## src/rtl/framebuffer_swap_clear.sv

```systemverilog
// Double-buffer controller: forwards render writes into the back buffer, swaps on
// display frame start, optionally clears the new back buffer (macro SWAP_CLEAR_EN).
module framebuffer_swap_clear #(
  parameter int WIDTH       = 320,
  parameter int HEIGHT      = 240,
  parameter int ADDR_WIDTH  = 18,
  parameter int PIXEL_WIDTH = 3
) (
  input  logic                   aClock,
  input  logic                   aReset,
  input  logic                   aFrameDone,
  input  logic                   aFrameStart,
  input  logic [PIXEL_WIDTH-1:0] aClearColor,
  input  logic [ADDR_WIDTH-1:0]  aRenderAddr,
  input  logic [PIXEL_WIDTH-1:0] aRenderData,
  input  logic                   aRenderWrite,
  output logic [ADDR_WIDTH-1:0]  anOutWriteAddr,
  output logic [PIXEL_WIDTH-1:0] anOutWriteData,
  output logic                   anOutWriteEnable,
  output logic [ADDR_WIDTH-1:0]  anOutReadBase,
  output logic                   anOutFrameFlipped,
  output logic                   anOutBusy
);

  localparam logic [ADDR_WIDTH-1:0] FRAME_SIZE = ADDR_WIDTH'(WIDTH * HEIGHT);
  localparam logic [ADDR_WIDTH-1:0] LAST_PIX   = ADDR_WIDTH'(WIDTH * HEIGHT - 1);

  typedef enum logic [1:0] {
    RENDER     = 2'd0,
    WAIT_START = 2'd1,
    CLEAR      = 2'd2,
    RELEASE    = 2'd3
  } state_e;

  state_e                 state_q;
  logic                   select_q;
  logic                   done_q;
  logic [ADDR_WIDTH-1:0]  waddr_q;
  logic [PIXEL_WIDTH-1:0] wdata_q;
  logic                   wen_q;
  logic [ADDR_WIDTH-1:0]  rbase_q;
  logic                   flip_q;
  logic                   busy_q;

  logic [ADDR_WIDTH-1:0]  back_base;
  logic                   render_ok;
  logic                   done_rise;

  // The back base before a swap is the front base after it.
  assign back_base = select_q ? '0 : FRAME_SIZE;
  assign render_ok = aRenderWrite && (aRenderAddr < FRAME_SIZE);
  assign done_rise = aFrameDone && !done_q;

`ifdef SWAP_CLEAR_EN
  logic [ADDR_WIDTH-1:0] count_q;
`else
  logic unused_clear_color;
  assign unused_clear_color = ^aClearColor;
`endif

  always_ff @(posedge aClock or negedge aReset) begin
    if (!aReset) begin
`ifdef SWAP_CLEAR_EN
      state_q <= CLEAR;
      count_q <= '0;
`else
      state_q <= RELEASE;
`endif
      select_q <= 1'b0;
      done_q   <= 1'b0;
      waddr_q  <= '0;
      wdata_q  <= '0;
      wen_q    <= 1'b0;
      rbase_q  <= '0;
      flip_q   <= 1'b0;
      busy_q   <= 1'b1;
    end else begin
      done_q <= aFrameDone;
      wen_q  <= 1'b0;
      flip_q <= 1'b0;
      case (state_q)
        RENDER: begin
          if (render_ok) begin
            wen_q   <= 1'b1;
            waddr_q <= back_base + aRenderAddr;
            wdata_q <= aRenderData;
          end
          if (done_rise) begin
            state_q <= WAIT_START;
            busy_q  <= 1'b1;
          end
        end
        WAIT_START: begin
          if (aFrameStart) begin
            select_q <= ~select_q;
            rbase_q  <= back_base;
`ifdef SWAP_CLEAR_EN
            count_q  <= '0;
            state_q  <= CLEAR;
`else
            state_q  <= RELEASE;
`endif
          end
        end
`ifdef SWAP_CLEAR_EN
        CLEAR: begin
          wen_q   <= 1'b1;
          waddr_q <= back_base + count_q;
          wdata_q <= aClearColor;
          count_q <= count_q + ADDR_WIDTH'(1);
          if (count_q == LAST_PIX) begin
            state_q <= RELEASE;
          end
        end
`endif
        RELEASE: begin
          flip_q  <= 1'b1;
          busy_q  <= 1'b0;
          state_q <= RENDER;
        end
        default: begin
          state_q <= RENDER;
          busy_q  <= 1'b0;
        end
      endcase
    end
  end

  assign anOutWriteAddr    = waddr_q;
  assign anOutWriteData    = wdata_q;
  assign anOutWriteEnable  = wen_q;
  assign anOutReadBase     = rbase_q;
  assign anOutFrameFlipped = flip_q;
  assign anOutBusy         = busy_q;

endmodule

```

## config.mk

```make
export PLATFORM = sky130hd
export DESIGN_NAME = framebuffer_swap_clear
export DESIGN_NICKNAME = d
export VERILOG_FILES = /design/src/rtl/framebuffer_swap_clear.sv
export SDC_FILE = /design/constraint.sdc
export NUM_CORES = 1
export LEC_CHECK = 0
export ABC_AREA = 1
export CAP_MARGIN = 30
export CELL_PAD_IN_SITES_DETAIL_PLACEMENT = 1
export CELL_PAD_IN_SITES_GLOBAL_PLACEMENT = 2
export CORE_MARGIN = 5
export CORE_UTILIZATION = 20
export DETAILED_ROUTE_END_ITERATION = 8
export PLACE_DENSITY_LB_ADDON = 0.12
export RECOVER_POWER = 100
export SETUP_SLACK_MARGIN = 0.3
export SLEW_MARGIN = 20
export SYNTH_ARGS = -nofsm -noshare
export SYNTH_HDL_FRONTEND = slang
export SYNTH_SLANG_ARGS = --single-unit
```

## constraint.sdc

```tcl
create_clock -name aClock -period 1.5 [get_ports aClock]
set_input_delay 0.15 -clock aClock [delete_from_list [all_inputs] [get_ports aClock]]
set_output_delay 0.15 -clock aClock [all_outputs]
set_load 0.01 [all_outputs]
```

== Word-level counts from Yosys, hierarchy flattened ==
Cells that the tools add are included.
Storage, ports and cells
  word-level logic and storage cells: 34
  output and inout port bits: 42
  input port bits: 29
  bits in registers: 46
Cells by class
  add/subtract/negate cells: 1
  multiplexer cells: 9
  reductions and logical operators: 8
  bitwise gates (word level): 2
  magnitude comparators: 1
  equality and inequality tests: 4
Operator list (count)
  $add A17 B18 Y18: 1
  $lt A18 B17 Y1 const B: 1
  $mux W17: 1
  $reduce_and A2 Y1: 4
  $mux W1: 4
  $mux W2: 2
  $ne A2 B2 Y1 const B: 2
  $pmux W2 S2: 1
  $eq A2 B1 Y1 const B: 1
  $eq A2 B2 Y1 const B: 1
  $logic_and A1 B1 Y1: 2
  $logic_not A2 Y1: 1
  $not A1 Y1: 2
  $pmux W1 S2: 1
  $logic_not A1 Y1: 1

== Longest topological paths before layout ==
  depth in word-level cells: 4
  depth in mapped cells: 10
  depth with buffers taken out: 10

== Worst setup path before layout ==
No wires, ideal clock.
  path kind: register -> register
  from: register, netlist name anOutReadBase[13]
  to: register waddr_q[16] (netlist: anOutWriteAddr[16])
  setup slack: -0.127 ns
  required time: 1.384 ns
  stages on the path, launching flop included: 10
  period minus slack after synthesis: 1.627 ns
  arrival time: 1.511 ns
  cell sequence: dfrtp_1 > inv_1 > ha_1 > fa_1 > nand3_1 > nand2_1 > nand3b_1 > nand2_1 > nand2_2 > nand2_1
RTL lines
  to (signal assigned): RTL line 85  | waddr_q <= back_base + aRenderAddr;
  to (decl): RTL line 38  | logic [ADDR_WIDTH-1:0] waddr_q;

==> out/results.ini <==
[timing]
period_share=0.9866
slew_violations=0
holdWs_ns=0.3974
max_slew.worst_pin.slew_ns=0.7667
setup_violations=0
finClkSkew_ns=0.002169
layout_setup_ws_ns=0.02006
fmax_ghz=0.6757
relSlewSlack=0.4888
post-route-min-period_ns=1.480
rsz0062_at_grt=yes
finalHoldViolations=0

[synth]
syn_inst=173
ys.flop_type=dfrtp_1
synth_area_sq_um=1473
synth_top_family_by_area=simple AND/OR/NAND/NOR gates
synthSimpleGateAreaFrac=0.2761
synth_edf_count=0
ys_types=20
synth-async-reset-ratio=1.000
synth_seq_cells=28
synth_compound_area_frac=0.01699
yosys-top-cells-count=72 x nand2_1, 25 x dfrtp_1, 19 x buf_4
synth.area.top_cells=dfrtp_1 42%, nand2_1 18%, buf_4 9.7%
yosys.area.top_type_share=0.4248
synth.most_common_cell=nand2_1
syn_area_per_cell_sq_um=8.512
yosys_warnings=0
synth_seq_area_share=0.4783
synth_mux_area_frac=0
yosys.area_share.xor_xnor=0.02379
synthAdderAreaFrac=0.04758
yosysTopAreaCell=dfrtp_1

[placed_design]
dpl_worst_slack_ns=-0.2155
portBuffers=53
globalplace.congestion=0.6943
place_inst=331
post-dp-hpwl_mm=2.991

[power_and_ir_drop]
p_comb_frac=0.500
switching_share=0.3741
power.density_nw_per_um2=1560
pwr-share-seq=0.364
switchingPower_mw=1.310
power.internal_mw=2.191
p_clk_frac=0.136
leakagePower_nw=1.190
ir_drop_mv=0.3928

[worst_setup_path]
r2r-start=anOutReadBase[13]
crit_type=reg2reg
r2r_end=anOutWriteAddr[16]
cp_data_arrival_time_ns=1.66
cp-end-kind=flip-flop
critPathLaunchType=flip-flop
rrSetupSlack_ns=0.02
worstPathMaxFanout=6
r2r_cells=9
cp.required_ns=1.68
worstSetupStartpoint=anOutReadBase[13]

[floorplanning]
dieArea_sq_um=9180
row_count=31
io_pins=71
die_y_um=95.81
core_sq_um=7214
die_w_um=95.81
start_util=0.2041

[route]
avgViaCountPerCell=3.715
drc=0
vias=1263
detail-route-antenna-nets=0
routedWlPerCell_um=12.25
dr.pass1.iters=4
routed_wl_mm=4.166
first_iter_violations=23

[min_path]
min_from=aRenderAddr[10]
min_path_type=in2reg
hold_end=anOutWriteAddr[10]
hold_depth=4

[clock_tree]
postCtsHoldBufs=0
clkLatencyLatePin_ns=0.27
root_buffer=clkbuf_8
h-tree-depth=1
cts_buffer_depth=2
cts_buffers=3
cts.sinks=28
cts_tree=done
path_clk_slew_ns=0.10

[run]
maxCapViolCount=0

[grt]
grt_overflow=0
grt_max_degree=29
grt_pass1_wl_mm=6.430
antenna_found_initial=0
first_global_vias=1301
grt_usage=0.09159

[layout]
nFillCells=886
synthToLayoutAreaGrowth_pct=52.34
drive_gt1_frac=0.2282
nNetsFinal=276
n_antenna_cell=0
stdcell_count=340

[outcome]
status=finished, final reports clean

[kinds of logic (layout without fill, tap and decap cells)]
kind of cell / count (synthesis) / count (layout)
adder cells (fa/ha/maj): 5 / 5
other: 1 / 14
XOR/XNOR: 4 / 4
flip-flops: 28 / 28
AO/OA/AOI/OAI: 5 / 5
AND/OR/NAND/NOR: 96 / 96
buffers and inverters: 34 / 89
[critical path: stages (launching register included)]
cell and delay (ns):
dfrtp_1 0.40, inv_4 0.08, ha_4 0.16, fa_2 0.34, nand3_2 0.08, nand2_2 0.07, nand3b_1 0.08, nand2_1 0.07
nand2_2 0.05, nand2_1 0.04
[layer usage]
layer  share of wire  vias up  global-route usage
li1                -      629                   -
met1            0.43      592              0.1132
met2            0.49       38              0.1546
met3           0.062        4             0.02267
met4           0.014        0             0.03199
met5               0        -                   0
[cells in the final DEF (no fill, tap or decap), types with 3 or more instances in the layout]
cell type,netlist,routed
clkbuf_8,0,4
conb_1,1,14
dlygate4sd2_1,0,25
dfstp_2,3,3
nor2_1,6,6
buf_2,0,4
nand2_1,72,67
clkdlybuf4s50_1,0,21
nand3_1,5,4
buf_4,19,14
inv_1,11,9
dfrtp_1,25,25
o21ai_1,0,3
nand2_2,10,15
[what timing repair did]
item	CTS	global route
buffers inserted	1	1
pin swaps	3	7
cloned	0	3
gates resized for setup	52	8
endpoints found under the setup margin	49	22
[per-stage QoR]
stage / power [mW] / area, sq um / utilization / setup TNS, ns
2_1_floorplan: 2.213 / 1536 / - / 0
3_3_place_gp: 3.223 / 2147 / 0.2976 / -1.026
3_5_place_dp: 3.226 / 2147 / 0.2976 / -1.029
4_1_cts: 3.531 / 2185 / 0.3028 / -0.001588
5_1_grt: 3.836 / 2243 / 0.3110 / -0.1475
6_report: 3.501 / 2243 / 0.3110 / 0
[worst max path at each step]
stage               slack (ns)  depth (start not counted)            endpoint
floorplan                0.002                          9  anOutWriteAddr[16]
global placement         -0.19                          9  anOutWriteAddr[16]
detailed placement       -0.22                          9  anOutWriteAddr[16]
CTS                     -0.002                          9  anOutWriteAddr[16]
global route             -0.06                         10  anOutWriteAddr[17]
finish                    0.02                          9  anOutWriteAddr[16]
[sequential cells by signal, indices dropped and copies added, names as in the netlist]
register / flops
anOutWriteData: 3
anOutReadBase: 1
anOutWriteEnable: 1
done_q: 1
anOutFrameFlipped: 1
state_q: 2
anOutWriteAddr: 18
anOutBusy: 1
[power by group through the flow]
stage	combinational, mW	clock [mW]	sequential, mW
CTS	1.73	0.515	1.28
global placement	1.92	0	1.30
global route	1.97	0.547	1.32
detailed placement	1.92	0	1.30
finish	1.75	0.478	1.27
floorplan	0.783	0	1.43
[cell type report]
cell class                 instances  area, sq um  share of cell area
sequential                        28        704.4              0.3140
inverter                          13        63.81             0.02844
multi-input combinational        124        650.6              0.2900
timing repair inverter             2        17.52            0.007808
clock buffer                       4        55.05             0.02454
timing repair buffer              70        628.1              0.2800
tap                               99        123.9             0.05521
Power figures use the tool's default switching activity.
